`config.mk`:
```
export PLATFORM = sky130hd
export DESIGN_NAME = prim_onehot_mux_fifo
export DESIGN_NICKNAME = d
export VERILOG_FILES = /design/src/rtl/prim_onehot_mux_fifo.sv
export SDC_FILE = /design/constraint.sdc
export NUM_CORES = 1
export LEC_CHECK = 0
export BUFFER_PORTS_ARGS = -buffer_cell sky130_fd_sc_hd__buf_4
export CAP_MARGIN = 20
export CORE_AREA = 2 2 125 127
export DETAILED_ROUTE_END_ITERATION = 12
export DIE_AREA = 0 0 127 129
export PLACE_DENSITY = 0.75
export SETUP_SLACK_MARGIN = 0.3
export SLEW_MARGIN = 40
export SYNTH_ARGS = -nofsm -noshare
export SYNTH_HDL_FRONTEND = slang
export SYNTH_SLANG_ARGS = --single-unit
export TNS_END_PERCENT = 5
```
`constraint.sdc`:
```
create_clock -name clk_i -period 10.4 [get_ports clk_i]
set_input_delay 2.08 -clock clk_i [delete_from_list [all_inputs] [get_ports clk_i]]
set_output_delay 2.08 -clock clk_i [all_outputs]
set_load 0.03 [all_outputs]
```
`src/rtl/prim_onehot_mux_fifo.sv`:
```
// rtl/prim_onehot_mux_fifo.sv - one-hot channel select feeding a small registered output FIFO
//
// Selects one of Inputs valid/ready channels with a one-hot select and queues the chosen
// word, tagged with its source channel index, into a Depth-entry FIFO.
// Multi-hot selects block every channel and raise err_o.
//
// Ports:
//   clk_i        clock, rising edge
//   rst_i        asynchronous reset, active-high
//   in_i         per-channel data (unpacked [Inputs])
//   in_valid_i   per-channel valid
//   in_ready_o   per-channel ready (selected, legal select, FIFO not full)
//   sel_i        channel select, one-hot or zero
//   out_o        FIFO head data
//   out_idx_o    source channel of the head word
//   out_valid_o  FIFO non-empty
//   out_ready_i  consumer accepts the head word
//   err_o        multi-hot select seen (sticky or pulse, see StickyErr)
//   err_clr_i    clears a sticky err_o
module prim_onehot_mux_fifo #(
    parameter int Width     = 32,
    parameter int Inputs    = 8,
    parameter int Depth     = 2,
    parameter int StickyErr = 1,
    localparam int IdxW     = (Inputs > 1) ? $clog2(Inputs) : 1
) (
    input  logic              clk_i,
    input  logic              rst_i,
    input  logic [Width-1:0]  in_i [Inputs],
    input  logic [Inputs-1:0] in_valid_i,
    output logic [Inputs-1:0] in_ready_o,
    input  logic [Inputs-1:0] sel_i,
    output logic [Width-1:0]  out_o,
    output logic [IdxW-1:0]   out_idx_o,
    output logic              out_valid_o,
    input  logic              out_ready_i,
    output logic              err_o,
    input  logic              err_clr_i
);

    localparam int PtrW = (Depth > 1) ? $clog2(Depth) : 1;
    localparam int CntW = $clog2(Depth + 1);

    logic              legal;
    logic              multi;
    logic              full;
    logic              push;
    logic              pop;
    logic [Width-1:0]  mux_data;
    logic [IdxW-1:0]   mux_idx;

    logic [Width-1:0]  mem_data [Depth];
    logic [IdxW-1:0]   mem_idx  [Depth];
    logic [PtrW-1:0]   wr_ptr;
    logic [PtrW-1:0]   rd_ptr;
    logic [CntW-1:0]   count;

    // Copy of the most recently popped entry, shown on the outputs while empty.
    logic [Width-1:0]  last_data;
    logic [IdxW-1:0]   last_idx;

    // Explicit wrap so that non-power-of-2 depths cycle through 0..Depth-1 only.
    function automatic logic [PtrW-1:0] next_ptr(input logic [PtrW-1:0] p);
        if (p == PtrW'(Depth - 1)) begin
            return '0;
        end
        return p + 1'b1;
    endfunction

    assign legal = $onehot(sel_i);
    assign multi = (|sel_i) & ~legal;
    assign full  = (count == CntW'(Depth));

    // Readiness depends only on registered occupancy: no path from out_ready_i.
    assign in_ready_o = sel_i & {Inputs{legal & ~full}};
    assign push       = |(in_valid_i & in_ready_o);

    assign out_valid_o = (count != '0);
    assign pop         = out_valid_o & out_ready_i;

    // AND/OR mux and index encoder; only meaningful when the select is legal.
    always_comb begin
        mux_data = '0;
        mux_idx  = '0;
        for (int i = 0; i < Inputs; i++) begin
            mux_data = mux_data | (in_i[i] & {Width{sel_i[i]}});
            if (sel_i[i]) begin
                mux_idx = mux_idx | IdxW'(i);
            end
        end
    end

    always_ff @(posedge clk_i or posedge rst_i) begin
        if (rst_i) begin
            wr_ptr    <= '0;
            rd_ptr    <= '0;
            count     <= '0;
            last_data <= '0;
            last_idx  <= '0;
            for (int i = 0; i < Depth; i++) begin
                mem_data[i] <= '0;
                mem_idx[i]  <= '0;
            end
        end else begin
            if (push) begin
                mem_data[wr_ptr] <= mux_data;
                mem_idx[wr_ptr]  <= mux_idx;
                wr_ptr           <= next_ptr(wr_ptr);
            end
            if (pop) begin
                last_data <= mem_data[rd_ptr];
                last_idx  <= mem_idx[rd_ptr];
                rd_ptr    <= next_ptr(rd_ptr);
            end
            if (push && !pop) begin
                count <= count + CntW'(1);
            end else if (!push && pop) begin
                count <= count - CntW'(1);
            end
        end
    end

    always_ff @(posedge clk_i or posedge rst_i) begin
        if (rst_i) begin
            err_o <= 1'b0;
        end else if (StickyErr != 0) begin
            // A new event wins over a simultaneous clear.
            err_o <= multi | (err_o & ~err_clr_i);
        end else begin
            err_o <= multi;
        end
    end

    assign out_o     = out_valid_o ? mem_data[rd_ptr] : last_data;
    assign out_idx_o = out_valid_o ? mem_idx[rd_ptr]  : last_idx;

endmodule

```
; Word-level counts from Yosys, hierarchy flattened
; Cells that the tools add are included.
[totals]
latch_bits = 0
mem_bits_rw = 0
register_bits = 110
memories = 0
mem_bits_ro = 0
output_inout_bits = 45
[op_classes]
eq_ne = 2
mul = 0
n_lt_le_gt_ge = 3
n_addsub = 11
div = 0
n_mux = 31
n_bitwise = 27
reduce_logical = 9
shifts = 0
[op_table]
columns = cell, n
row1 = bitwise AND 32 bit, 8
row2 = OR 32 bit, 7
row3 = 2-to-1 mux 32 bit, 5
row4 = bitwise mux 64 bit, 1
row5 = demux 32 bit (select 1 bit), 1
row6 = 2-to-1 mux 3 bit, 9
row7 = bitwise AND 8 bit, 2
row8 = OR reduction 8 bit, 2
row9 = 2-to-1 mux 1 bit, 9
row10 = adder 1 x 1 -> 2 bit, 4
row11 = 2-to-1 mux 2 bit, 4
row12 = adder 2 x 2 -> 3 bit, 2
row13 = bitwise mux 6 bit, 1
row14 = adder 3 x 3 -> 4 bit, 1
row15 = bitwise AND 1 bit, 4
row16 = equality test 4 x 1 -> 1 bit (second input constant), 1
row17 = >= comparator 2 bit (second input constant), 2
row18 = NOT 1 -> 2 bit, 2
row19 = nonzero test 2 bit, 2
row20 = demux 3 bit (select 1 bit), 1
row21 = logical AND 1 bit, 3
row22 = NOT 1 bit, 3
row23 = adder 1 bit (second input constant), 2
row24 = adder 2 x 1 -> 2 bit (second input constant), 1
row25 = 5 further kinds, 6

; Longest topological paths before layout
; Gate-level depths: netlist (run 1).
[logic_depth]
ltp_word = 12
ltp_mapped = 17
mapped_depth_nobuf = 15

; Worst setup path after synthesis (run 1)
; No wires, ideal clock.
[synth_path]
kind = in2out
start = in sel_i[0]
end = out in_ready_o[0]
path_slack_ns = 2.250
t_required_ns = 8.320
stages = 14
arrival_time_ns = 6.070
path_cell_list = clkbuf_1 -> clkbuf_1 -> inv_1 -> fa_1 -> fa_1 -> fa_1 -> inv_1 -> ha_1 -> inv_1 -> fa_1 -> a211o_1 -> a2111o_1 -> buf_2 -> nor2_1
[synth_via]
elab_chain_len = 6
[synth_lines]
columns = item, line_no
row1 = start: declaration, 32  ; input logic [Inputs-1:0] sel_i,
row2 = adder 1 x 1 -> 2 bit (not written as such), 70  ; assign legal = $onehot(sel_i);
row3 = adder 2 x 2 -> 3 bit (not written as such), 70
row4 = adder 3 x 3 -> 4 bit (not written as such), 70
row5 = equality test 4 x 1 -> 1 bit, 70
row6 = bitwise AND 1 bit, 75  ; assign in_ready_o = sel_i & {Inputs{legal & ~full}};
row7 = bitwise AND 8 bit *, 75
row8 = end: declaration, 31  ; output logic [Inputs-1:0] in_ready_o,
; Mark *: on every way between the ends. The rest lies on a longest branch, timed or not.

; Worst setup path after layout (run 1)
[layout_path]
start = in sel_i[1]
end = out in_ready_o[2]
[layout_via]
elab_chain_len = 6
[layout_lines]
columns = item, line_no
row1 = adder 1 x 1 -> 2 bit (not written as such), 70
row2 = adder 2 x 2 -> 3 bit (not written as such), 70
row3 = adder 3 x 3 -> 4 bit (not written as such), 70
row4 = equality test 4 x 1 -> 1 bit, 70
row5 = bitwise AND 1 bit, 75
row6 = bitwise AND 8 bit, 75
; Every way passes these cells.

==> results of run 1 <==
## state kept, by name (all words and copies together), names as in the netlist
name	cells
err_o	1
last_idx	3
mem_idx	6
count	2
wr_ptr	1
rd_ptr	1
last_data	32
mem_data	64
## routing by layer
layer	up-vias	wire, µm	global-route usage
met5	-	0	0
met4	0	158	0.0569
met3	10	1560	0.0445
met2	288	11100	0.450
met1	3015	9150	0.359
li1	2938	-	-
## final cells by class
class	count	area (µm²)	area share
multi-input combinational	452	3320	0.364
tap	188	235	0.0257
sequential	110	2750	0.301
inverter	16	62.6	0.00685
timing repair buffer	325	2450	0.268
clock buffer	10	229	0.0251
clock inverter	6	86.3	0.00945
## worst min-delay path: cells and delay by family (launching register included)
kind | cells | cell delay, ns
DFF | 1 | 0.34
AOI/OAI and AO/OA | 1 | 0.06
and+or+nand+nor | 1 | 0.05
## kinds of logic after synthesis
group / synth area share
AOI/OAI and AO/OA: 0.218
and+or+nand+nor: 0.0920
DFF: 0.433
muxes: 0.181
buffers and inverters: 0.0474
adders and majority gates: 0.0224
xor gates and xnor gates: 0.00688
## path summary, 6_finish.rpt
kind	to	start
worst max-delay path	in_ready_o[2]	sel_i[1]
worst min-delay path	last_data[21]	last_data[21]
worst max register to register	count[1]	count[0]
worst min register to register	last_data[21]	last_data[21]
max in group asynchronous	rd_ptr	rst_i
min in group asynchronous	mem_data[20]	rst_i
## cells in the final DEF, fill, tap and decap left out, types with 4 or more instances in the layout
cell,n
nand2_1,37
fa_1,4
mux2_2,70
inv_1,15
nor2_1,45
dfrtp_1,109
a22oi_1,132
a21oi_1,35
clkbuf_16,9
buf_4,324
nand4_1,34
ha_1,5
mux2i_1,35
o21ai_0,36
## power by group through the flow
stage | Clock [mW] | Combinational [mW] | Sequential (mW)
6_report | 0.361 | 1.09 | 0.704
5_1_grt | 0.388 | 1.18 | 0.727
4_1_cts | 0.368 | 1.10 | 0.704
3_5_place_dp | 0 | 1.10 | 0.711
3_3_place_gp | 0 | 1.08 | 0.704
2_1_floorplan | 0 | 0.736 | 0.675
==> flow_summary.yaml, run 1 <==
status:
  status: "completed"
logic_synthesis:
  synth_top_area_share: 0.433
  synth_commonest_cells: "132 x a22oi_1, 110 x dfrtp_1, 70 x mux2_2, 51 x clkbuf_1, 45 x nor2_1"
  netlist-cell-type-count: 29
  async_flop_share: 1.00
  seq_area_frac_synth: 0.433
  ys_ff_latch: 110
  yosysWarnings: 0
  synth_area_leader_cell: "dfrtp_1"
  netlist_area_mm2: 0.00636
  synth.most_common_cell: "a22oi_1"
  synth_cells: 636
  synthFlopType: "dfrtp_1"
  avgSynthCellArea_um2: 10.0
  synth_edf_count: 0
  synth_area_leaders: "dfrtp_1 43%, a22oi_1 16%, mux2_2 12%, mux2i_1 5.5%, nand4_1 3.3%"
  syn_nets: 921
route:
  drc: 0
  drt_pass1_iterations: 5
  vias_per_cell: 5.65
  wl_mm: 22.0
  drt_iter0_markers: 486
  antenna_left: 0
  dr_total_vias: 6251
  wl_per_cell_um: 19.8
timing:
  drv_slew: 0
  slew_headroom: 0.536
  max_freq_ghz: 0.121
  hold_viol_final: 0
  holdWs_ns: 0.483
  setup_tns_ns: 0
  grt_setup_unrepaired: "no"
  worstMarginPinSlew_ns: 0.695
  fin_skew_ns: 0.00923
  min_period_over_period: 0.794
  fin_crit_ns: 8.25
  setup_ws_ns: 2.15
  report.final.setup_viol: 0
floorplanning:
  num_rows: 45
  core_area_mm2: 0.0150
  initial_core_util: 0.425
  fp.dieW_um: 127
  die_area_mm2: 0.0164
  ioPinCount: 321
  die_height_um: 129
critical_path:
  rrSetupSlack_ns: 7.60
  critPathMaxStageDelay_ns: 0.58
  crit_fanout: 34
  critPathCaptureType: "primary output"
  r2r_cells: 7
  slowest_stage: "a2111oi_2"
  worstSetupPathType: "in2out"
  cp_data_required_time_ns: 8.32
  cp_top_family: "adder cells"
  critical_path_arrival_ns: 6.17
  path_cells: "buf_4, inv_1, fa_1, fa_1, fa_1, inv_1, ha_1, inv_1, fa_1, a211o_1, a2111oi_2, and2_1, buf_4"
  crit_top_cell: "fa_1"
  crit_path_start_kind: "input pin"
  cp.buffers_inverters: 5
  cp.depth: 13
power:
  power_per_cell_area_mw_per_mm2: 236
  power_frac_clock: 0.167
  p_switching_mw: 0.884
  peakVddDrop_mv: 0.0953
  pwr-share-seq: 0.326
  swShare: 0.410
  total_power_mw: 2.16
  p_int_mw: 1.27
  leakagePower_nw: 4.10
  share_comb_of_total_power: 0.506
clocking:
  ctsHoldBuffers: 0
  postCtsSetupBuffers: 0
  cts_max_path_buffers: 2
  cts_root_buffer: "clkbuf_16"
  h-tree-depth: 3
  clk_pin_slew_ns: 0.07
  clock_sinks: 110
  ctsResizeCount: 0
  cts_tree: "yes"
  cts-buffers-inserted: 9
  clock_latency_ns: 0.33
placement:
  placed_cell_area_mm2: 0.00882
  gp_congestion: 0.828
  io_buffers: 320
  hpwl_mm: 15.6
  pre_cts_ws_ns: 2.18
  dpl.cell_count: 1091
grt:
  grt_pass1_vias: 6130
  grt_usage: 0.265
  grt_overflow: 0
  grt_pass1_wl_mm: 33.7
  grt_antenna_before_repair: 0
  grt_start_max_net_pins: 84
finish:
  drive_gt1_frac: 0.454
  num_antenna_cells: 0
  finalNonFillerCells: 1107
  fillers: 1314
  syn_to_final_growth_pct: 43.6
  final_util: 0.610
  fin_area_mm2: 0.00914
  layout.nets: 1199
worst_hold_path:
  holdCritPathClass: "reg2reg"
  hold_depth: 2
run:
  drv_cap: 0
Note: power is estimated with default switching activity, not from simulation.
==> inputs of run 2 (changes only) <==
clock period = 7.95 ns   (was 10.4 ns; I/O delays follow)
==> run 2 against run 1 <==
Compared with the run above: final cell count up 0.45%; sequential power is 28% higher; clock power rose by 25%; highest routed layer unchanged; critical path type unchanged; combinational power increased by 34%.
==> flow_summary.yaml, run 2 (same netlist as run 1, synthesis figures left out) <==
finish:
  final_common_cell: "buf_4"
  mostFrequentLayoutCells: "329 x buf_4, 132 x a22oi_1, 109 x dfrtp_1"
  drive_gt1_frac: 0.458
  regMostFlops: "mem_data"
  syn_to_final_growth_pct: 43.8
  num_antenna_cells: 0
  largest_reg_flops: 64
  layout.nets: 1204
  finalNonFillerCells: 1112
  reg_top3: "mem_data (64), last_data (32), mem_idx (6)"
clocking:
  ctsHoldBuffers: 0
  h-tree-depth: 3
  clock_sinks: 110
  cts_root_buffer: "clkbuf_16"
  cts_tree: "yes"
  cts-buffers-inserted: 9
  clk_pin_slew_ns: 0.07
  ctsResizeCount: 0
  postCtsSetupBuffers: 0
  cts_max_path_buffers: 2
  clock_latency_ns: 0.35
power:
  peakVddDrop_mv: 0.141
  total_power_mw: 2.81
  leakagePower_nw: 4.10
  power_per_cell_area_mw_per_mm2: 307
critical_path:
  critical_path_arrival_ns: 5.61
  crit_fanout: 34
  r2r_cells: 8
  cp_data_required_time_ns: 6.36
  worstSetupPathType: "in2out"
  critPathCaptureType: "primary output"
  crit_path_start_kind: "input pin"
timing:
  report.final.setup_viol: 0
  fin_skew_ns: 0.00631
  hold_viol_final: 0
  grt_setup_unrepaired: "no"
  setup_tns_ns: 0
  fin_crit_ns: 7.20
  slew_headroom: 0.534
  drv_slew: 0
  max_freq_ghz: 0.139
  min_period_over_period: 0.906
  worstMarginPinSlew_ns: 0.699
  setup_ws_ns: 0.747
placement:
  gp_congestion: 0.774
  dpl.cell_count: 1096
  io_buffers: 320
  pre_cts_ws_ns: 0.800
  hpwl_mm: 16.1
grt:
  grt_usage: 0.276
  grt_start_max_net_pins: 73
  grt_overflow: 0
  grt_pass1_wl_mm: 34.7
  grt_pass1_vias: 6308
  grt_antenna_before_repair: 0
route:
  drt_iter0_markers: 478
  wl_mm: 22.6
  vias_per_cell: 5.69
  drc: 0
  antenna_left: 0
  drt_pass1_iterations: 5
  wl_per_cell_um: 20.4
  dr_total_vias: 6327
floorplanning:
  fp.dieW_um: 127
  num_rows: 45
  initial_core_util: 0.425
  die_height_um: 129
  die_area_mm2: 0.0164
  core_area_mm2: 0.0150
  ioPinCount: 321
run:
  drv_cap: 0
worst_hold_path:
  holdCritPathClass: "reg2reg"
  hold_depth: 2
status:
  status: "completed"
==> run 2: changes by cell type in the layout (fill, tap and decap cells not counted) <==
cell	before	now
buf_4	324	329
bufinv_16	2	1
nand3_2	0	1
clkbuf_8	1	0
clkinv_4	1	2
nand3_4	1	0
clkinvlp_4	1	3
clkinv_2	2	1
buf_6	0	1
clkbuf_1	1	0
==> run 2: worst paths after layout <==
path                                from             to  slack (ns)
setup / recovery                sel_i[0]  in_ready_o[3]        0.75
hold / removal             last_data[28]  last_data[28]        0.48
setup reg to reg                count[0]       count[1]        5.14
hold reg to reg            last_data[28]  last_data[28]        0.48
max in group asynchronous          rst_i         rd_ptr        5.67
min in group asynchronous          rst_i  last_data[19]        1.29
==> run 2: layer usage <==
metal | share of wire | global-route usage | vias to the layer above
met5 | 0 | 0 | -
met4 | 0.015 | 0.0814 | 0
met3 | 0.068 | 0.0553 | 28
met2 | 0.50 | 0.466 | 281
met1 | 0.42 | 0.361 | 3063
li1 | - | - | 2955
==> run 2: per-stage QoR <==
stage               hold WS, ns   util  cell area [µm²]
floorplan                 0.448      -             6360
global placement          0.462  0.591             8850
detailed placement        0.471  0.591             8850
CTS                       0.487  0.611             9150
global route              0.513  0.611             9150
finish                    0.482  0.611             9150
==> run 2: final cells by class <==
cell class	instances	area, µm²
Sequential cell	110	2750
Fill cell	1339	5830
Clock inverter	7	75.1
Multi-Input combinational cell	452	3320
Clock buffer	9	225
Inverter	16	62.6
Tap cell	188	235
Timing Repair Buffer	330	2480
==> run 2: worst max-delay path, cell delays in order <==
cell and delay (ns):
buf_4 0.38, inv_1 0.18, fa_1 0.58, fa_1 0.43
fa_1 0.44, inv_1 0.07, ha_1 0.16, inv_1 0.07
fa_1 0.46, a211o_1 0.33, a2111o_1 0.57, nor2_1 0.18
buf_4 0.18
==> run 2: where the power goes <==
part           switching [mW]  total, mW  internal, mW
logic                   0.850       1.46         0.606
registers               0.117      0.904         0.787
clock network           0.208      0.453         0.245
